<file path="config.mk">
export PLATFORM = sky130hd
export DESIGN_NAME = led_blink_sched
export DESIGN_NICKNAME = d
export VERILOG_FILES = /design/src/rtl/led_blink_sched.sv
export SDC_FILE = /design/constraint.sdc
export NUM_CORES = 1
export LEC_CHECK = 0
export CORE_UTILIZATION = 40
export DETAILED_ROUTE_END_ITERATION = 12
export GPL_TIMING_DRIVEN = 0
export SYNTH_ARGS = -nofsm -noshare
export SYNTH_HDL_FRONTEND = slang
export SYNTH_SLANG_ARGS = --single-unit
</file>
<file path="constraint.sdc">
create_clock -name clk -period 4.6 [get_ports clk]
set_clock_uncertainty 0.1 [all_clocks]
set_input_delay 0.46 -clock clk [delete_from_list [all_inputs] [get_ports clk]]
set_output_delay 0.46 -clock clk [all_outputs]
set_load 0.01 [all_outputs]
</file>
<file path="src/rtl/led_blink_sched.sv">
`default_nettype none
// led_blink_sched: shares one LED among four requesters, granting each a slot of SLOT_BLINKS blinks.
// Define LED_SCHED_RR_EN for round-robin arbitration; otherwise the lowest request index wins.
module led_blink_sched #(
   parameter int DIV_W       = 32,
   parameter int DEFAULT_DIV = 5000,
   parameter int SLOT_BLINKS = 2
) (
   input  logic             clk,
   input  logic             rst_n,
   input  logic [3:0]       req,
   input  logic             cfg_we,
   input  logic [1:0]       cfg_sel,
   input  logic [DIV_W-1:0] cfg_period,
   output logic [3:0]       grant,
   output logic [3:0]       done,
   output logic             busy,
   output logic             led
);

   typedef enum logic [0:0] {
      S_IDLE = 1'b0,
      S_RUN  = 1'b1
   } state_t;

   localparam logic [8:0] LAST_TOGGLE = 9'(2 * SLOT_BLINKS);

   state_t           state_q, state_d;
   logic [3:0]       grant_q, grant_d;
   logic [3:0]       done_q, done_d;
   logic             led_q, led_d;
   logic [1:0]       owner_q, owner_d;
   logic [DIV_W-1:0] cnt_q, cnt_d;
   logic [8:0]       tog_q, tog_d;
   logic [DIV_W-1:0] period_q [4];
   logic             win_vld;
   logic [1:0]       win_idx;

`ifdef LED_SCHED_RR_EN
   logic [1:0] rr_ptr_q;

   function automatic logic [2:0] pick_rr(input logic [3:0] r, input logic [1:0] ptr);
      logic [2:0] res;
      logic [1:0] idx;
      res = 3'b000;
      for (int i = 4; i >= 1; i--) begin
         idx = ptr + 2'(i);
         if (r[idx]) res = {1'b1, idx};
      end
      return res;
   endfunction

   always_comb begin
      {win_vld, win_idx} = pick_rr(req, rr_ptr_q);
   end

   always_ff @(posedge clk or negedge rst_n) begin
      if (!rst_n) begin
         rr_ptr_q <= 2'd0;
      end else if (state_q == S_IDLE && win_vld) begin
         rr_ptr_q <= win_idx;
      end
   end
`else
   always_comb begin
      win_vld = |req;
      win_idx = 2'd0;
      if (req[0])      win_idx = 2'd0;
      else if (req[1]) win_idx = 2'd1;
      else if (req[2]) win_idx = 2'd2;
      else if (req[3]) win_idx = 2'd3;
   end
`endif

   always_comb begin
      state_d = state_q;
      grant_d = grant_q;
      done_d  = 4'b0000;
      led_d   = led_q;
      owner_d = owner_q;
      cnt_d   = cnt_q;
      tog_d   = tog_q;
      unique case (state_q)
         S_IDLE: begin
            if (win_vld) begin
               state_d = S_RUN;
               owner_d = win_idx;
               grant_d = 4'b0001 << win_idx;
               cnt_d   = '0;
               tog_d   = '0;
               led_d   = 1'b1;
            end
         end
         S_RUN: begin
            // Losing the request wins over a completion due in the same cycle.
            if (!req[owner_q]) begin
               state_d = S_IDLE;
               grant_d = 4'b0000;
               led_d   = 1'b0;
               cnt_d   = '0;
               tog_d   = '0;
            end else if (cnt_q >= period_q[owner_q]) begin
               cnt_d = '0;
               if (tog_q + 9'd1 == LAST_TOGGLE) begin
                  state_d = S_IDLE;
                  done_d  = grant_q;
                  grant_d = 4'b0000;
                  led_d   = 1'b0;
                  tog_d   = '0;
               end else begin
                  led_d = ~led_q;
                  tog_d = tog_q + 9'd1;
               end
            end else begin
               cnt_d = cnt_q + DIV_W'(1);
            end
         end
         default: state_d = S_IDLE;
      endcase
   end

   always_ff @(posedge clk or negedge rst_n) begin
      if (!rst_n) begin
         state_q <= S_IDLE;
         grant_q <= 4'b0000;
         done_q  <= 4'b0000;
         led_q   <= 1'b0;
         owner_q <= 2'd0;
         cnt_q   <= '0;
         tog_q   <= '0;
      end else begin
         state_q <= state_d;
         grant_q <= grant_d;
         done_q  <= done_d;
         led_q   <= led_d;
         owner_q <= owner_d;
         cnt_q   <= cnt_d;
         tog_q   <= tog_d;
      end
   end

   always_ff @(posedge clk or negedge rst_n) begin
      if (!rst_n) begin
         for (int i = 0; i < 4; i++) period_q[i] <= DIV_W'(DEFAULT_DIV);
      end else if (cfg_we) begin
         period_q[cfg_sel] <= cfg_period;
      end
   end

   assign grant = grant_q;
   assign done  = done_q;
   assign led   = led_q;
   assign busy  = (state_q == S_RUN);

endmodule
`default_nettype wire
</file>
==> impl_results.md <==
- Vert. Die Dim: 152 µm
- Number of buffers inserted by post-CTS setup repair: 0
- Final Worst Setup Slack: 0.323 ns
- Aggregate global-route resource usage: 18.7%
- Fmax: 234 MHz
- Worst hold path type: reg -> reg
- Clock transition at the registers of the reported paths: 0.08 ns
- Result of the run: finished with violations
- Max Cap Violations: 0
- Share of post-route cells with drive strength above 1: 30.6%
- Tightest slew margin relative to the limit: 41.5%
- Starting Density: 41.1%
- Die footprint: 23200 µm²
- Largest driver fanout on the critical path: 10
- Share of the core filled with cells: 47.9%
- Worst setup slack before clock tree synthesis: 0.211 ns
- Final Total Pwr: 5.20 mW
- Clock root buffer: clkbuf_16
- Total nets after synthesis: 776
- Leakage Power: 4.40 nW
- Maximum number of pins on one net before global-route repair: 103
- Num CTS Buffers: 17
- Final period demand of the worst path: 4.28 ns
- Area post-placement: 9900 µm²
- R2R Setup Slk: 0.32 ns
- Detail Route Antenna Nets: 0
- Pwr Density: 494 nW/µm²
- Remaining Overflow, GRT: 0
- Number of rows in the core area: 54
- Summed instance area of the synthesized netlist: 9020 µm²
- Setup repair after global routing missed its margin: false
- Largest stage delay on the critical path: 0.81 ns
- Vias: 5825
- CP Launch Type: flop
- Number of different library cells in the post-synthesis netlist: 58
- Tightest Pin Transition: 0.876 ns
- Post-synth top cells: 161 x dfrtp_1, 128 x mux2_2, 55 x nor2_1
- Average wire length per cell after detail routing: 19.1 µm
- Area inside the core boundary: 22000 µm²
- Post-synthesis sequential element count: 181
- Average cell area after synthesis: 12.9 µm²
- Launching point of the worst reg2reg path: owner_q[0]
- Number of enable flip-flop cells after synthesis: 0
- Number of failing hold endpoints at the final stage: 0
- Via count of the first global-routing pass: 6279
- Number of cells on the worst reg-to-reg path: 12
- Placer Congestion: 0.817
- Synth-to-Final Area Change: 16.5%
- CTS tree: built
- Endpoint type of the worst setup path: flop
- Most used standard cell by instance count after synthesis: dfrtp_1
- Die width: 152 µm
- Inserted Diodes: 0
- Hold path endpoint: period_q[17]
- Nets: 847
- Drt first-iter violations: 251
- Ys Warns: 0
- Number of pins with negative max-slew slack in the final report: 0
- Finished Cell Area: 10500 µm²
- Critical register-to-register path endpoint: cnt_q[12]
- Async S/R FF share, synth: 100%
- CTS HTree Levels: 4
- Total of buffers placed on input and output ports: 50
- Number of antenna violations at the first check in global routing: 1
- Detailed-placement wirelength estimate: 14.6 mm
- Cell with the largest stage delay on the worst path: clkdlybuf4s15_1
- Setup-failing EPs final: 0
- Global-route wire length before repair: 33.6 mm
- Family with the most delay on the worst path: buffers and inverters
- Latest clock arrival within the worst-skew pair: 0.43 ns
- CTS sink count: 181
- First drt pass iteration count: 8
- Via/cell ratio: 5.47
- Count of filler cells inserted in the layout: 1909
- Clock buffer depth: 2
- Worst hold path stage count: 1
- Tightest hold margin: 0.404 ns
- Sequential cell area fraction in the yosys report: 50.5%
- Min-delay src: period_q[17]
- Kind of critical path: reg -> reg
- Post-synth top area cell: dfrtp_1
- Violations in the final reports: design-rule violations
- Routed wire length: 20.4 mm
- Ys flop type: dfrtp_1
- Maximum resistive drop on vdd: 0.000256 V
- Number of buffers and inverters on the critical path: 3
- Post-Synthesis Cells: 701
- Number of top-level design ports: 51
- Residual DRC: 3
- Leading cell types by total area after synthesis: dfrtp_1 45%, mux2_2 16%, mux4_2 8.2%
- Cells traversed along the worst timing path: buf_2 > clkdlybuf4s15_1 > mux4_2 > ha_1 > nand2b_1 > a2111oi_0 > or4_4 > nand4_4 > a21boi_4 > nor2_4 > buf_4 > nor2_1
- Required time worst endpoint: 4.86 ns
- Final Cycle Share: 93.0%
- Worst endpoint data arrival time: 4.53 ns
- Fraction of synthesized cell area taken by the top area cell type: 44.7%
==> layout by cell type (no fill, tap or decap), types with 4 or more instances in the layout <==
cell type	count
dfrtp_1	161
nand4_1	8
or4_1	4
mux2_2	128
o21ai_1	6
or3_1	4
xnor2_1	16
inv_8	5
buf_2	4
mux4_2	33
o21a_1	5
inv_1	42
nand2_1	34
buf_1	4
dfstp_2	20
a21oi_1	18
nor2_1	55
clkdlybuf4s50_1	49
clkbuf_1	13
nor3_1	5
xor2_1	10
and3_1	10
o21ai_0	9
clkbuf_16	17
ha_1	34
nand3_1	16
o31ai_1	8
nand2b_1	5
==> kinds of logic after synthesis <==
kind of cell             share of synthesized area (%)
AO/OA/AOI/OAI                                     5.97
XOR/XNOR                                          2.52
adder cells (fa/ha/maj)                           4.72
buffers and inverters                             3.09
flip-flops                                        50.5
multiplexers                                      24.2
AND/OR/NAND/NOR                                   8.98
==> metrics by stage <==
stage               cells  TNS, ns
floorplan             701        0
global placement     1031  -701.63
detailed placement   1032        0
CTS                  1065        0
global route         1065        0
finish               1065        0
==> worst max-delay path by stage <==
stage / startpoint / end / depth (start not counted)
2_1_floorplan: owner_q[0] / tog_q[6] / 12
3_3_place_gp: rst_n / period_q[14] / 1
3_5_place_dp: owner_q[0] / cnt_q[11] / 12
4_1_cts: owner_q[0] / cnt_q[12] / 12
5_1_grt: owner_q[0] / cnt_q[17] / 12
6_report: owner_q[0] / cnt_q[12] / 12
==> routing by layer <==
layer  share of wire, %  GRT usage [%]
met3                2.9           3.56
met1                 46           24.4
met2                 50           31.5
met4                1.6           6.22
met5                  0              0
==> repair_timing <==
item,4_1_cts,5_1_grt
gates resized for setup,0,1
hold buffers,1,0
endpoints found under the hold margin,63,0
setup endpoints to repair,0,6
==> sequential cells by signal, summed over array words and instances (netlist names) <==
register	flops
tog_q	9
done	4
grant	4
owner_q	2
cnt_q	32
busy	1
period_q	128
led	1
==> area by class of cell <==
type                            count  area (µm²)  share of cell area, %
Sequential cell                   181        4550                   43.3
Multi-Input combinational cell    452        4190                   39.8
Timing Repair Buffer               52         543                   5.17
Clock buffer                       18         439                   4.18
Tap cell                          280         350                   3.33
Inverter                           42         158                   1.50
Clock inverter                     14         153                   1.45
Buffer                             26         128                   1.21
==> power breakdown <==
| group | total [mW] | switching [mW] | internal, mW |
|---|---|---|---|
| sequential | 2.03 | 0.150 | 1.88 |
| combinational | 1.70 | 0.873 | 0.828 |
| clock | 1.47 | 0.721 | 0.747 |
(Power assumes the default switching activity.)
